### src/rtl/ucsbece154b_hazard_unit_pkg.sv
// Shared encodings for the hazard unit: forwarding selects, load result select, FSM states.
package ucsbece154b_hazard_unit_pkg;

    localparam logic [1:0] forward_ex  = 2'b00;
    localparam logic [1:0] forward_wb  = 2'b01;
    localparam logic [1:0] forward_mem = 2'b10;

    localparam logic [1:0] mux_result_mem = 2'b01;

    typedef enum logic {
        RUN      = 1'b0,
        MEM_WAIT = 1'b1
    } hz_state_e;

endpackage

### src/rtl/ucsbece154b_sat_counter.sv
// Up-counter that sticks at all-ones; synchronous clear beats a same-cycle increment.
module ucsbece154b_sat_counter #(
    parameter int unsigned W = 32
) (
    input  logic         clk,
    input  logic         reset_n,
    input  logic         i_inc,
    input  logic         i_clr,
    output logic [W-1:0] o_q
);

    logic [W-1:0] r_q;

    always_ff @(posedge clk or negedge reset_n) begin
        if (!reset_n) begin
            r_q <= '0;
        end else if (i_clr) begin
            r_q <= '0;
        end else if (i_inc && (r_q != {W{1'b1}})) begin
            r_q <= r_q + W'(1);
        end
    end

    assign o_q = r_q;

endmodule

### src/rtl/ucsbece154b_hazard_unit.sv
// Pipeline hazard unit: forwarding selects, stall/flush priority, memory-wait freeze
// with timeout monitor, and saturating hazard counters.
import ucsbece154b_hazard_unit_pkg::*;

module ucsbece154b_hazard_unit #(
    parameter int unsigned REG_ADDR_W  = 5,
    parameter int unsigned ZERO_REG_EN = 1,
    parameter int unsigned MEM_TIMEOUT = 16,
    parameter int unsigned CNT_W       = 32
) (
    input  logic                  clk,
    input  logic                  reset_n,
    input  logic [REG_ADDR_W-1:0] Rs1D_i,
    input  logic [REG_ADDR_W-1:0] Rs2D_i,
    input  logic                  UsesRs1D_i,
    input  logic                  UsesRs2D_i,
    input  logic [REG_ADDR_W-1:0] Rs1E_i,
    input  logic [REG_ADDR_W-1:0] Rs2E_i,
    input  logic [REG_ADDR_W-1:0] RdE_i,
    input  logic [REG_ADDR_W-1:0] RdM_i,
    input  logic [REG_ADDR_W-1:0] RdW_i,
    input  logic                  RegWriteE_i,
    input  logic                  RegWriteM_i,
    input  logic                  RegWriteW_i,
    input  logic [1:0]            ResultSrcE_i,
    input  logic                  PCSrcE_i,
    input  logic                  MemReqM_i,
    input  logic                  MemReadyM_i,
    input  logic                  CntClr_i,
    output logic                  StallF_o,
    output logic                  StallD_o,
    output logic                  StallE_o,
    output logic                  StallM_o,
    output logic                  FlushD_o,
    output logic                  FlushE_o,
    output logic                  FlushW_o,
    output logic [1:0]            ForwardAE_o,
    output logic [1:0]            ForwardBE_o,
    output logic                  MemTimeout_o,
    output logic [CNT_W-1:0]      LoadUseCnt_o,
    output logic [CNT_W-1:0]      RedirectCnt_o,
    output logic [CNT_W-1:0]      MemWaitCnt_o
);

    localparam int unsigned WAIT_W = $clog2(MEM_TIMEOUT + 1);

    function automatic logic nz(input logic [REG_ADDR_W-1:0] r);
        return (ZERO_REG_EN == 0) || (r != '0);
    endfunction

    function automatic logic [1:0] fwd_sel(input logic [REG_ADDR_W-1:0] rs);
        if (RegWriteM_i && nz(rs) && (RdM_i == rs)) begin
            return forward_mem;
        end else if (RegWriteW_i && nz(rs) && (RdW_i == rs)) begin
            return forward_wb;
        end
        return forward_ex;
    endfunction

    logic              w_mem_stall;
    logic              w_lw_stall;
    logic              w_redirect;
    logic              w_load_use;
    hz_state_e         r_state;
    hz_state_e         w_state_nxt;
    logic [WAIT_W-1:0] r_wait;
    logic [WAIT_W-1:0] w_wait_nxt;
    logic              r_timeout;

    assign w_mem_stall = MemReqM_i && !MemReadyM_i;
    assign w_lw_stall  = (ResultSrcE_i == mux_result_mem) && RegWriteE_i && nz(RdE_i)
                       && ((UsesRs1D_i && (Rs1D_i == RdE_i)) || (UsesRs2D_i && (Rs2D_i == RdE_i)));
    assign w_redirect  = !w_mem_stall && PCSrcE_i;
    assign w_load_use  = !w_mem_stall && !PCSrcE_i && w_lw_stall;

    assign ForwardAE_o = fwd_sel(Rs1E_i);
    assign ForwardBE_o = fwd_sel(Rs2E_i);

    // A memory wait freezes everything and defers redirect and load-use handling.
    always_comb begin
        StallF_o = 1'b0;
        StallD_o = 1'b0;
        StallE_o = 1'b0;
        StallM_o = 1'b0;
        FlushD_o = 1'b0;
        FlushE_o = 1'b0;
        FlushW_o = 1'b0;
        if (w_mem_stall) begin
            StallF_o = 1'b1;
            StallD_o = 1'b1;
            StallE_o = 1'b1;
            StallM_o = 1'b1;
            FlushW_o = 1'b1;
        end else if (PCSrcE_i) begin
            FlushD_o = 1'b1;
            FlushE_o = 1'b1;
        end else if (w_lw_stall) begin
            StallF_o = 1'b1;
            StallD_o = 1'b1;
            FlushE_o = 1'b1;
        end
    end

    always_ff @(posedge clk or negedge reset_n) begin
        if (!reset_n) begin
            r_state <= RUN;
            r_wait  <= '0;
        end else begin
            r_state <= w_state_nxt;
            r_wait  <= w_wait_nxt;
        end
    end

    always_comb begin
        w_state_nxt = r_state;
        w_wait_nxt  = r_wait;
        case (r_state)
            RUN: begin
                if (w_mem_stall) begin
                    w_state_nxt = MEM_WAIT;
                    w_wait_nxt  = WAIT_W'(1);
                end else begin
                    w_wait_nxt  = '0;
                end
            end
            MEM_WAIT: begin
                if (w_mem_stall) begin
                    if (r_wait != WAIT_W'(MEM_TIMEOUT)) begin
                        w_wait_nxt = r_wait + WAIT_W'(1);
                    end
                end else begin
                    w_state_nxt = RUN;
                    w_wait_nxt  = '0;
                end
            end
            default: begin
                w_state_nxt = RUN;
                w_wait_nxt  = '0;
            end
        endcase
    end

    // Sticky flag set on the edge the wait count lands on the timeout value.
    always_ff @(posedge clk or negedge reset_n) begin
        if (!reset_n) begin
            r_timeout <= 1'b0;
        end else if (CntClr_i) begin
            r_timeout <= 1'b0;
        end else if (w_mem_stall && (w_wait_nxt == WAIT_W'(MEM_TIMEOUT))) begin
            r_timeout <= 1'b1;
        end
    end

    assign MemTimeout_o = r_timeout;

    ucsbece154b_sat_counter #(.W(CNT_W)) u_cnt_load_use (
        .clk     (clk),
        .reset_n (reset_n),
        .i_inc   (w_load_use),
        .i_clr   (CntClr_i),
        .o_q     (LoadUseCnt_o)
    );

    ucsbece154b_sat_counter #(.W(CNT_W)) u_cnt_redirect (
        .clk     (clk),
        .reset_n (reset_n),
        .i_inc   (w_redirect),
        .i_clr   (CntClr_i),
        .o_q     (RedirectCnt_o)
    );

    ucsbece154b_sat_counter #(.W(CNT_W)) u_cnt_mem_wait (
        .clk     (clk),
        .reset_n (reset_n),
        .i_inc   (w_mem_stall),
        .i_clr   (CntClr_i),
        .o_q     (MemWaitCnt_o)
    );

endmodule

### config.mk
export PLATFORM = sky130hd
export DESIGN_NAME = ucsbece154b_hazard_unit
export DESIGN_NICKNAME = d
export VERILOG_FILES = /design/src/rtl/ucsbece154b_hazard_unit_pkg.sv /design/src/rtl/ucsbece154b_sat_counter.sv /design/src/rtl/ucsbece154b_hazard_unit.sv
export SDC_FILE = /design/constraint.sdc
export NUM_CORES = 1
export LEC_CHECK = 0
export ABC_CLOCK_PERIOD_IN_PS = 5740
export BUFFER_PORTS_ARGS = -buffer_cell sky130_fd_sc_hd__buf_2
export CAP_MARGIN = 20
export CORE_ASPECT_RATIO = 0.5
export CORE_MARGIN = 8
export CORE_UTILIZATION = 40
export CTS_CLUSTER_DIAMETER = 40
export CTS_CLUSTER_SIZE = 8
export DETAILED_ROUTE_END_ITERATION = 10
export GPL_TIMING_DRIVEN = 1
export SLEW_MARGIN = 5
export SYNTH_ARGS = -nofsm -noshare
export SYNTH_HDL_FRONTEND = slang
export SYNTH_HIERARCHICAL = 1
export SYNTH_SLANG_ARGS = --single-unit
### constraint.sdc
create_clock -name clk -period 5.74 [get_ports clk]
set_clock_uncertainty 0.05 [all_clocks]
set_input_delay 0.861 -clock clk [delete_from_list [all_inputs] [get_ports clk]]
set_output_delay 0.861 -clock clk [all_outputs]
set_load 0.03 [all_outputs]
==> impl_metrics.yaml <==
sta:
  max_slew_margin: 0.449
  worst_pin_slew_ns: 0.827
  tns_ns: 0
  finalHoldViolations: 0
  rsz0062_at_grt: "false"
  fmax_mhz: 280
  fin_crit_sh: 0.623
  final_max_slew_viol_count: 0
  min_period_ns: 3.58
  setup_viol_count_final: 0
finish:
  final_cell_mix: "153 x buf_2, 103 x dfrtp_1, 83 x nor2_1"
  nets: 886
  syn_to_final_growth_pct: 19.0
  final_common_cell: "buf_2"
  nFillCells: 1518
  drive_gt1_frac: 0.273
  fin_cells: 1042
  final_cell_area_mm2: 0.00761
  n_antenna_cell: 0
placement:
  place_congestion: 0.794
  dpl-instance-area_mm2: 0.00733
  dpl.cell_count: 1026
  io_buffers: 155
  dp_hpwl_um: 12400
power_and_ir_drop:
  powerDensity_mw_per_mm2: 188
  peakVddDrop_v: 0.000122
  leakagePower_nw: 3.46
drt:
  vias: 5626
  ant_nets: 0
  viasPerCell: 5.40
  drtPass1Iterations: 4
  drcViolationCount: 0
  routedWlPerCell_um: 16.2
  dr.first_iter.drc_count: 362
  drt_wl_total_um: 16900
critical_path:
  critical_path_class: "input pin to flip-flop"
  reg2reg_from: "u_cnt_redirect/o_q[0]"
  endpoint_kind: "flip-flop"
  arrival_ns: 3.76
  crit_fanout: 19
  worst_setup_path_start_kind: "input pin"
  cp-startpoint: "RdE_i[4]"
  worstPathRequired_ns: 5.92
cts:
  htree_levels: 3
  cts_resized: 0
  clkLatencyLatePin_ns: 0.34
  cts_buffers: 9
  postCtsSetupBuffers: 0
  cts_root_buf: "clkbuf_16"
  clock-sinks: 103
  cts.reportedPaths.clkPinSlew_ns: 0.07
  cts_buffer_depth: 2
  cts_hold_buf: 0
  cts_tree: "done"
grt:
  grt_overflow: 0
  grt_first_pass_wirelength_um: 27900
  grt_max_degree: 79
  antenna_found_initial: 0
  grt_pass1_vias: 5519
  grt_usage: 0.160
die:
  die_h_um: 105
  die_area_mm2: 0.0205
  rows: 32
  io_pins: 156
  die_w_um: 195
  coreArea_mm2: 0.0155
  initial_core_util: 0.412
synthesis:
  synth_top_cell_area_share: 0.403
  syn_avg_cell_area_um2: 9.29
  syn-cell-area_mm2: 0.00640
  synth.net_count: 742
  ys.flop_type: "dfrtp_1"
  yosys_warnings: 6
  ys_seq_area_frac: 0.403
  synthArstFlopShare: 1.00
  synth_cell_type_count: 48
  synth_edf_count: 0
  postSynthCellCount: 689
  synth_area_leaders: "dfrtp_1 40%, xnor2_1 6.7%, nor2_1 4.9%, xor2_1 3.3%, nand3_1 3.0%"
  synth_area_leader_cell: "dfrtp_1"
  ys_ff_latch: 103
run:
  maxCapViolations: 0
worst_hold_path:
  worstHoldStart: "r_state"
  hp-class: "flip-flop to flip-flop"
outcome:
  outcome: "complete, no violations"
sequential cells by signal, summed over array words and instances (netlist names):
signal / cells
r_wait: 5
MemTimeout_o: 1
u_cnt_mem_wait/o_q: 32
u_cnt_redirect/o_q: 32
r_state: 1
u_cnt_load_use/o_q: 32
synthesized netlist by cell type (2+ instances only):
master and n:
nor4_1 15, mux2_4 3, nand2b_1 8, nor4_4 3, o21ai_0 14, o31ai_1 11
a21o_1 9, and3_1 22, a41oi_1 3, a21oi_1 34, nand2_1 42, a31o_2 6
xor2_1 24, or4_1 10, a31oi_4 3, dfrtp_1 103, and2_1 9, nor4_2 10
and4bb_2 3, or4_4 2, nand3b_1 3, nor3_1 12, nor2b_1 19, nand3_1 38
mux2i_1 3, a31oi_1 3, xnor2_1 49, nand4_2 3, mux2_2 15, nand4b_1 3
nand4_1 22, buf_4 6, and4_1 3, ha_1 5, nor2_4 2, and3_4 3
clkbuf_1 12, a211oi_1 15, inv_1 25, nand3_2 3, nor2_1 83, o211a_1 3
buf_2 6, or3_1 15
worst paths after layout:
kind                                          end  cells after the start  slack [ns]
setup / recovery           u_cnt_load_use/o_q[29]                     10        2.16
hold / removal                          r_wait[0]                      1        0.44
setup reg to reg           u_cnt_redirect/o_q[31]                      6        3.23
hold reg to reg                         r_wait[0]                      1        0.44
max in group asynchronous  u_cnt_redirect/o_q[13]                      2        3.98
min in group asynchronous  u_cnt_mem_wait/o_q[31]                      1        0.55
critical path, cell delays in order:
cell and delay (ns):
buf_2 0.12, xor2_1 0.15, nor4_1 0.33, a32oi_1 0.15, nor4_1 0.59, and3_1 0.33, nand4_1 0.11, a21o_1 0.37
nor4_1 0.36, mux2_2 0.38
final cells by class:
cell class,instances,area [µm²],share of cell area
inverter,25,93.8,0.0123
clock inverter,6,46.3,0.00608
multi-input combinational,537,3610,0.474
clock buffer,10,239,0.0314
tap,204,255,0.0335
sequential,103,2580,0.338
timing repair buffer,157,796,0.105
where the power goes:
part / internal [mW] / switching (mW) / total [mW]
logic: 0.0398 / 0.0756 / 0.115
registers: 0.728 / 0.00399 / 0.732
clock network: 0.308 / 0.280 / 0.587
total: 1.08 / 0.359 / 1.43
cells by family after synthesis:
family / after synthesis / synth area share
DFF: 103 / 0.403
AOI/OAI and AO/OA: 103 / 0.111
adders and majority gates: 5 / 0.00978
xor gates and xnor gates: 73 / 0.0999
muxes: 21 / 0.0381
and+or+nand+nor: 335 / 0.304
buffers and inverters: 49 / 0.0334
per-stage QoR:
step	utilization	worst slack [ns]	hold WS (ns)	power (mW)
floorplan	-	2.24	0.382	0.808
global placement	0.472	1.88	0.431	0.861
detailed placement	0.472	1.81	0.439	0.863
CTS	0.490	2.19	0.439	1.46
global route	0.490	1.98	0.455	1.50
finish	0.490	2.16	0.445	1.43
per-layer routing:
metal  part of all wire  wire (µm)  track usage
met3              0.048        811       0.0441
met2               0.48       8040        0.273
met1               0.47       7880        0.204
met5                  0          0            0
met4             0.0082        138       0.0296
Power figures use the tool's default switching activity.
